<file path="src/rtl/qam_ramp_mapper.sv">
// ---------------------------------------------------------------------------
// qam_ramp_mapper
//
// Baseband QAM constellation mapper with a built-in 12-bit ramp source for
// self-test. On every enabled clock the low bits of a 12-bit source word are
// split into I and Q Gray-coded level indices. Each index is mapped to an odd
// amplitude and scaled so that the outer constellation points sit just inside
// the signed 12-bit range.
//
// Ports:
//   i_dclk        sample clock; all state updates on its rising edge
//   i_rst_n       asynchronous, active-low reset
//   i_data[11:0]  external symbol bits, LSB-aligned
//   i_mode[2:0]   modulation select:
//                 0 BPSK, 1 QPSK, 2 16-QAM, 3 64-QAM, 4 256-QAM,
//                 5 1024-QAM, 6 4096-QAM, 7 reserved (outputs 0)
//   i_en          clock enable; when low, outputs and ramp counter hold
//   i_src_sel     0 = i_data, 1 = internal ramp counter
//   o_inphase     signed two's-complement I amplitude, registered
//   o_quadrature  signed two's-complement Q amplitude, registered
// ---------------------------------------------------------------------------
module qam_ramp_mapper (
    input  logic        i_dclk,
    input  logic        i_rst_n,
    input  logic [11:0] i_data,
    input  logic [2:0]  i_mode,
    input  logic        i_en,
    input  logic        i_src_sel,
    output logic [11:0] o_inphase,
    output logic [11:0] o_quadrature
);

    // Map one axis of m Gray-coded bits (m = 1..6) to a scaled odd amplitude.
    // m = 0 yields a zero mask and a zero scale, so the result is 0.
    function automatic logic [11:0] f_map_axis(input logic [5:0] i_bits,
                                               input logic [2:0] i_m);
        logic [5:0]         v_mask;
        logic [5:0]         v_bits;
        logic [5:0]         v_g;
        logic signed [23:0] v_amp;
        logic signed [23:0] v_scale;
        v_mask = 6'((7'd1 << i_m) - 7'd1);
        v_bits = i_bits & v_mask;
        // Gray to binary: each binary bit is the XOR of all Gray bits at or
        // above it. Bits above m are masked to zero, so starting the prefix
        // XOR at bit 5 is equivalent to starting it at bit m-1.
        v_g[5] = v_bits[5];
        for (int k = 4; k >= 0; k--) begin
            v_g[k] = v_g[k+1] ^ v_bits[k];
        end
        // Odd amplitude 2g - (2^m - 1).
        v_amp = $signed({17'd0, v_g, 1'b0}) - $signed({18'd0, v_mask});
        // Scale = floor(2047 / (2^m - 1)); the peak product is at most 2047,
        // so the low 12 bits of the product are the exact result.
        case (i_m)
            3'd1:    v_scale = 24'sd2047;
            3'd2:    v_scale = 24'sd682;
            3'd3:    v_scale = 24'sd292;
            3'd4:    v_scale = 24'sd136;
            3'd5:    v_scale = 24'sd66;
            3'd6:    v_scale = 24'sd32;
            default: v_scale = 24'sd0;
        endcase
        return 12'(v_amp * v_scale);
    endfunction

    logic [11:0] r_cnt;
    logic [11:0] r_inphase;
    logic [11:0] r_quadrature;

    logic [2:0]  w_m;
    logic        w_bpsk;
    logic        w_rsvd;
    logic [11:0] w_word;
    logic [5:0]  w_i_bits;
    logic [5:0]  w_q_bits;
    logic [11:0] w_i_amp;
    logic [11:0] w_q_amp;

    // Mode decode: bits per axis and the two special cases.
    always_comb begin
        w_m    = 3'd0;
        w_bpsk = 1'b0;
        w_rsvd = 1'b0;
        case (i_mode)
            3'd0: begin
                w_m    = 3'd1;
                w_bpsk = 1'b1;
            end
            3'd7:    w_rsvd = 1'b1;
            default: w_m = i_mode;
        endcase
    end

    // The ramp source uses the pre-increment count, so the value mapped on
    // an edge is the one the counter held just before that edge.
    assign w_word   = i_src_sel ? r_cnt : i_data;

    // Q takes w[m-1:0], I takes w[2m-1:m]; BPSK drives I from w[0] alone.
    assign w_q_bits = w_word[5:0];
    assign w_i_bits = w_bpsk ? w_word[5:0] : 6'(w_word >> w_m);

    assign w_i_amp  = w_rsvd ? 12'd0 : f_map_axis(w_i_bits, w_m);
    assign w_q_amp  = (w_rsvd || w_bpsk) ? 12'd0 : f_map_axis(w_q_bits, w_m);

    always_ff @(posedge i_dclk or negedge i_rst_n) begin
        if (!i_rst_n) begin
            r_cnt        <= 12'd0;
            r_inphase    <= 12'd0;
            r_quadrature <= 12'd0;
        end else if (i_en) begin
            // Counter runs on every enabled edge regardless of source select;
            // it wraps 4095 -> 0 naturally.
            r_cnt        <= r_cnt + 12'd1;
            r_inphase    <= w_i_amp;
            r_quadrature <= w_q_amp;
        end
    end

    assign o_inphase    = r_inphase;
    assign o_quadrature = r_quadrature;

endmodule

</file>
<file path="config.mk">
export PLATFORM = sky130hd
export DESIGN_NAME = qam_ramp_mapper
export DESIGN_NICKNAME = d
export VERILOG_FILES = /design/src/rtl/qam_ramp_mapper.sv
export SDC_FILE = /design/constraint.sdc
export NUM_CORES = 1
export LEC_CHECK = 0
export ABC_AREA = 1
export CORE_ASPECT_RATIO = 1.4
export CORE_MARGIN = 2
export CORE_UTILIZATION = 37
export CTS_BUF_LIST = sky130_fd_sc_hd__clkbuf_16
export DETAILED_ROUTE_END_ITERATION = 16
export PLACE_DENSITY = 0.53
export SYNTH_ARGS = -nofsm -noshare
export SYNTH_HDL_FRONTEND = slang
export SYNTH_SLANG_ARGS = --single-unit
</file>
<file path="constraint.sdc">
create_clock -name i_dclk -period 9.1 [get_ports i_dclk]
set_input_delay 1.82 -clock i_dclk [delete_from_list [all_inputs] [get_ports i_dclk]]
set_output_delay 1.82 -clock i_dclk [all_outputs]
set_load 0.02 [all_outputs]
</file>
# Word level (Yosys, flattened, before mapping)
# Cells that the tools add are included.
dict set report totals {
  wordCells 40
  out_inout_bits 24
  in_bits 19
  register_bits 36
}
dict set report classes {
  bitwise_logic 12
  multipliers 2
  n_eq_ne 7
  add_sub_neg 4
  n_shift 2
  mux 8
  n_reduce_logical 2
}
# op count
set ops {}
lappend ops {{$pmux 11 s6} 1}
lappend ops {{$mux 12} 3}
lappend ops {{$mul 8x12->12} 2}
lappend ops {{$sub 7x6->8} 2}
lappend ops {{$add 12x1->12 const B} 1}
lappend ops {{$and 6x6->6} 2}
lappend ops {{$eq 3x3->1 const B} 4}
lappend ops {{$shr 12x3->6} 1}
lappend ops {{$xor 1x1->1} 10}
lappend ops {{$eq 3x2->1 const B} 2}
lappend ops {{$mux 6} 1}
lappend ops {{$pmux 3 s2} 1}
lappend ops {{$shl 1x3->6 const A} 1}
lappend ops {{$sub 6x1->6 const B} 1}
lappend ops {{$eq 3x1->1 const B} 1}
lappend ops {{$logic_not 3->1} 1}
lappend ops {{$mux 1} 2}
lappend ops {{$logic_or 1x1->1} 1}

# Logic depth before layout (Yosys ltp)
dict set report depth {
  depth_word 13
  ltp_mapped 55
}

# Worst setup path before layout
# OpenSTA, ideal clock, no wires.
dict set report synth_timing {
  path_type {in2reg}
  from {in i_mode[2]}
  to {reg r_inphase[11] (netlist: o_inphase[11])}
  path_slack_ps 250
  setup_ps 118
  arrival_time_ps 8733
  t_required_ps 8982
  cell_stages 45
  n_path_buf 2
  cell_sequence {buf_6 -> nor2_2 -> clkinv_1 -> clkbuf_1 -> ha_1 -> xor2_1 -> a21oi_1 -> nand2_1 -> inv_1 -> nand3_1 -> nand3_1 -> nand2_1 -> inv_1 -> ha_1 -> a21oi_1 -> o21ai_1 -> nand2_1 -> nand2_1 -> [... 9 more ...] -> inv_1 -> fa_1 -> inv_1 -> ha_1 -> inv_1 -> nor2_1 -> nor2_1 -> nor2_1 -> nor2_1 -> inv_1 -> nand2_1 -> a21oi_1 -> nor2_1 -> xor3_1 -> inv_1 -> nand2_1 -> nand3_1 -> nand2_1}
}
dict set report synth_between {
  elab_chain_cells 13
}
# element line_no
set synth_lines {}
lappend synth_lines {{start, declared} 26} ;# input logic [2:0] i_mode,
lappend synth_lines {{$eq 3x3->1 or $logic_not 3->1 (tied branches)} 85} ;# case (i_mode)
lappend synth_lines {{$pmux 3 s2} 85}
lappend synth_lines {{$shl 1x3->6 or $shr 12x3->6 (tied branches)} {42, 101}}
lappend synth_lines {{$sub 6x1->6 or $mux 6 (tied branches)} {42, 101}}
lappend synth_lines {{$and 6x6->6} 43} ;# v_bits = i_bits & v_mask;
lappend synth_lines {{$xor 1x1->1 (5 in a row)} 49} ;# v_g[k] = v_g[k+1] ^ v_bits[k];
lappend synth_lines {{$sub 7x6->8} 52} ;# v_amp = $signed({17'd0, v_g, 1'b0}) - $signed({18'd0, v_mask});
lappend synth_lines {{$mul 8x12->12} 64} ;# return 12'(v_amp * v_scale);
lappend synth_lines {{$mux 12 *} 103} ;# assign w_i_amp = w_rsvd ? 12'd0 : f_map_axis(w_i_bits, w_m);
lappend synth_lines {{end signal, assigned} 115} ;# r_inphase <= w_i_amp;
lappend synth_lines {{end, declared} 68} ;# logic [11:0] r_inphase;
# Mark *: on every way between the ends. The rest lies on a longest branch, timed or not.
# A chain may end at the register's enable or synchronous reset.

# Worst setup path after layout
# Same ends and word-level chain as after synthesis.

==> impl_metrics.prom <==
# TYPE chip_impl_metric gauge
chip_impl_metric{name="worst-path-max-fanout",unit=""} 10
chip_impl_metric{name="route.detailed.drc",unit=""} 0
chip_impl_metric{name="synth.cell_area",unit="um^2"} 6600
chip_impl_metric{name="synth-seq-area-share",unit=""} 0.136
chip_impl_info{name="crit-reg2reg-capture",value="o_inphase[11]$_DFFE_PN0P_"} 1
chip_impl_metric{name="crit_arrival",unit="ns"} 8.73
chip_impl_metric{name="synth-seq-cells",unit=""} 36
chip_impl_metric{name="netlist-cell-type-count",unit=""} 43
chip_impl_info{name="timing.setup.critical_path_class",value="input port to flip-flop"} 1
chip_impl_info{name="setup.worst_path.end_class",value="flip-flop"} 1
chip_impl_info{name="netlist_top_cells_count",value="211 x sky130_fd_sc_hd__inv_1, 175 x sky130_fd_sc_hd__nand2_1, 90 x sky130_fd_sc_hd__nor2_1"} 1
chip_impl_metric{name="yosys.area.top_type_share",unit=""} 0.224
chip_impl_metric{name="met3RoutedLength",unit="um"} 385
chip_impl_info{name="outcome",value="complete, no violations"} 1
chip_impl_info{name="most_common_cell_in_the_synthesized_netlist",value="sky130_fd_sc_hd__inv_1"} 1
chip_impl_metric{name="maxSlewHeadroom",unit=""} 0.391
chip_impl_metric{name="timing.final.hold_violations",unit=""} 0
chip_impl_info{name="crit_path_start",value="i_mode[2]"} 1
chip_impl_info{name="top_signal_layer_used",value="met4"} 1
chip_impl_metric{name="cts_made_buffers",unit=""} 5
chip_impl_metric{name="firstDrtPassIters",unit=""} 4
chip_impl_metric{name="area_growth_syn_to_layout",unit="%"} 17.2
chip_impl_metric{name="count_of_flip_flops_with_a_built_in_enable_after_synthesis",unit=""} 0
chip_impl_metric{name="timing.critical_path.required",unit="ns"} 9.29
chip_impl_info{name="critical_path.endpoint",value="o_inphase[11]$_DFFE_PN0P_"} 1
chip_impl_metric{name="max-cap-violations",unit=""} 0
chip_impl_metric{name="reg2reg_depth",unit=""} 46
chip_impl_metric{name="number_of_cells_after_detailed_placement",unit=""} 1195
chip_impl_metric{name="placement_rows",unit=""} 57
chip_impl_metric{name="n_antenna_cell",unit=""} 0
chip_impl_metric{name="share_of_synthesized_flip_flops_with_an_asynchronous_set_or_reset",unit=""} 1.00
chip_impl_metric{name="die_area",unit="um^2"} 18900
chip_impl_metric{name="cts.path.max_buffers",unit=""} 2
chip_impl_metric{name="timing_worst_slew_pin_value",unit="ns"} 0.913
chip_impl_metric{name="floorplan.core_area",unit="um^2"} 17400
chip_impl_metric{name="finalCriticalPeriod",unit="ns"} 8.54
chip_impl_metric{name="synth-warning-count",unit=""} 0
chip_impl_metric{name="ant_nets",unit=""} 0
chip_impl_metric{name="timing_limited_maximum_frequency",unit="GHz"} 0.117
chip_impl_metric{name="globalRoute.totalOverflow",unit=""} 0
chip_impl_metric{name="gp_routability_congestion",unit=""} 0.899
chip_impl_metric{name="setup_viol",unit=""} 0
chip_impl_metric{name="timing.final.crit_share",unit=""} 0.938
chip_impl_metric{name="detail_route.iter0.violations",unit=""} 173
chip_impl_info{name="timing.critical_path.mode_cell",value="sky130_fd_sc_hd__nand2_1"} 1
chip_impl_info{name="post-synth-top-area-cell",value="sky130_fd_sc_hd__fa_1"} 1
chip_impl_metric{name="design.final.nets",unit=""} 1129
chip_impl_metric{name="synth_nets",unit=""} 1059
chip_impl_info{name="tritoncts_clock_tree",value="done"} 1
chip_impl_metric{name="cts_hold_buf",unit=""} 0
chip_impl_info{name="cts_root_buf",value="sky130_fd_sc_hd__clkbuf_16"} 1
chip_impl_metric{name="i_o_pin_count",unit=""} 43
chip_impl_metric{name="wire_length_of_the_first_global_routing_pass",unit="um"} 28000
chip_impl_metric{name="detailroute.wirelength.met2",unit="um"} 9200
chip_impl_metric{name="place.detailed.hpwl",unit="um"} 14200
chip_impl_metric{name="synthesis.instances",unit=""} 900
chip_impl_metric{name="post_drt_wl_per_cell",unit="um"} 14.0
chip_impl_metric{name="drt_wl_total",unit="um"} 16900
chip_impl_metric{name="initial_core_util",unit=""} 0.379
chip_impl_metric{name="clkTransAtPathRegs",unit="ns"} 0.06
chip_impl_metric{name="grt.total_usage",unit=""} 0.192
chip_impl_metric{name="fin_cells",unit=""} 1207
chip_impl_info{name="postSynth.topFlopCell",value="sky130_fd_sc_hd__dfrtp_1"} 1
chip_impl_metric{name="pin_count_of_the_biggest_net_entering_global_routing",unit=""} 37
chip_impl_metric{name="io_buffer_count",unit=""} 42
chip_impl_metric{name="post_synth.cell_area_avg",unit="um^2"} 7.34
chip_impl_metric{name="fp.dieH",unit="um"} 162
chip_impl_info{name="worstSetupStartpointType",value="input port"} 1
chip_impl_metric{name="met1Wirelength",unit="um"} 6760
chip_impl_metric{name="insertion_delay",unit="ns"} 0.30
chip_impl_metric{name="via_count",unit=""} 5662
chip_impl_metric{name="grt_antenna_before_repair",unit=""} 0
chip_impl_info{name="min-delay-path-class",value="flip-flop to flip-flop"} 1
chip_impl_metric{name="r2r_setup_slack",unit="ns"} 2.41
chip_impl_info{name="slowest_stage",value="sky130_fd_sc_hd__fa_1"} 1
chip_impl_info{name="reg2reg_from",value="r_cnt[11]$_DFFE_PN0P_"} 1
chip_impl_metric{name="die_w",unit="um"} 117
chip_impl_metric{name="critical_path.max_stage_delay",unit="ns"} 0.54
chip_impl_metric{name="cts-htree-levels",unit=""} 2
chip_impl_metric{name="clock-skew-final",unit="ns"} 0.00757
chip_impl_metric{name="post_route_cells_drive_above_1_share",unit=""} 0.110
chip_impl_metric{name="cts_num_sinks",unit=""} 36
chip_impl_metric{name="number_of_fill_cells",unit=""} 1881
chip_impl_metric{name="grt_pass1_vias",unit=""} 5832
chip_impl_info{name="ys_top_cells_by_area",value="sky130_fd_sc_hd__fa_1 22%, sky130_fd_sc_hd__dfrtp_1 14%, sky130_fd_sc_hd__ha_1 13%, sky130_fd_sc_hd__inv_1 12%, sky130_fd_sc_hd__nand2_1 9.9%"} 1
chip_impl_metric{name="slew_viol_final",unit=""} 0
chip_impl_metric{name="via_per_inst",unit=""} 4.69
-- critical path: cells and delay by family --
kind / cells / cell delay, ns
AOI/OAI and AO/OA: 6 / 0.86
xor gates and xnor gates: 1 / 0.26
adders and majority gates: 6 / 2.64
buffers and inverters: 10 / 1.11
and+or+nand+nor: 24 / 2.03
-- sequential cells by signal (all words and copies together), names as in the netlist --
| signal | flops |
|---|---|
| o_inphase | 12 |
| o_quadrature | 12 |
| r_cnt | 12 |
-- kinds of logic (layout without fill, tap and decap cells) --
family | count (synthesis) | count (layout) | share of synthesized area
buffers and inverters | 240 | 311 | 0.142
adders and majority gates | 140 | 140 | 0.349
AOI/OAI and AO/OA | 69 | 69 | 0.0646
DFF | 36 | 36 | 0.136
and+or+nand+nor | 386 | 386 | 0.266
xor gates and xnor gates | 29 | 29 | 0.0407
-- cells in the final DEF, fill, tap and decap left out, types with 4 or more instances in the layout --
cell,count
sky130_fd_sc_hd__nand3_2,11
sky130_fd_sc_hd__inv_2,9
sky130_fd_sc_hd__inv_1,210
sky130_fd_sc_hd__nand3_1,62
sky130_fd_sc_hd__o21ai_0,21
sky130_fd_sc_hd__nor2_1,88
sky130_fd_sc_hd__fa_1,74
sky130_fd_sc_hd__buf_4,28
sky130_fd_sc_hd__a22o_1,9
sky130_fd_sc_hd__xor2_1,16
sky130_fd_sc_hd__a21oi_1,14
sky130_fd_sc_hd__ha_1,66
sky130_fd_sc_hd__xnor2_1,11
sky130_fd_sc_hd__o31ai_1,4
sky130_fd_sc_hd__nand2_1,171
sky130_fd_sc_hd__clkdlybuf4s50_1,40
sky130_fd_sc_hd__dfrtp_1,36
sky130_fd_sc_hd__clkbuf_16,5
sky130_fd_sc_hd__clkinv_1,7
sky130_fd_sc_hd__nand4_1,8
sky130_fd_sc_hd__inv_4,4
sky130_fd_sc_hd__nand2_2,25
sky130_fd_sc_hd__o21ai_1,7
-- per-stage QoR --
step / instance area, um^2 / hold WS (ns) / setup slack, ns / utilization / setup TNS [ns]
finish: 7740 / 0.476 / 0.562 / 0.445 / 0
global route: 7740 / 0.499 / -0.0198 / 0.445 / -0.0198
CTS: 7630 / 0.484 / 0.312 / 0.438 / 0
detailed placement: 7460 / 0.468 / 0.00315 / 0.429 / 0
global placement: 7460 / 0.465 / 0.0803 / 0.429 / 0
floorplan: 6600 / 0.446 / 0.250 / - / 0
-- how the worst min path moves through the flow --
stage	start	endpoint	slack, ns	cells after the start
2_1_floorplan	r_cnt[11]$_DFFE_PN0P_	r_cnt[11]$_DFFE_PN0P_	0.45	1
3_3_place_gp	o_quadrature[11]$_DFFE_PN0P_	o_quadrature[11]$_DFFE_PN0P_	0.46	2
3_5_place_dp	o_inphase[11]$_DFFE_PN0P_	o_inphase[11]$_DFFE_PN0P_	0.47	2
4_1_cts	r_cnt[11]$_DFFE_PN0P_	r_cnt[11]$_DFFE_PN0P_	0.48	1
5_1_grt	o_inphase[11]$_DFFE_PN0P_	o_inphase[11]$_DFFE_PN0P_	0.50	2
6_report	r_cnt[11]$_DFFE_PN0P_	r_cnt[11]$_DFFE_PN0P_	0.48	1
-- final cells by class --
type                            instances  area [um^2]  share of cell area
Sequential cell                        36          901               0.116
Clock inverter                          3         37.5             0.00485
Timing Repair Buffer                   74          682              0.0881
Clock buffer                            5          125              0.0162
Multi-Input combinational cell        624         4830               0.624
Tap cell                              236          295              0.0382
Inverter                              229          871               0.113
-- per-layer routing --
metal,global-route usage,vias to the layer above
met1,0.214,2649
met2,0.362,96
met5,0,-
met3,0.0228,31
met4,0.0727,0
li1,-,2886
-- repair_timing --
action	in CTS	in global routing
resized for setup	0	22
endpoints found under the setup margin	0	2
buffers inserted	0	4
endpoints found under the hold margin	0	0
Power is not shown: default switching activity piles up to over one toggle a cycle in this logic, so the estimate is an artifact.
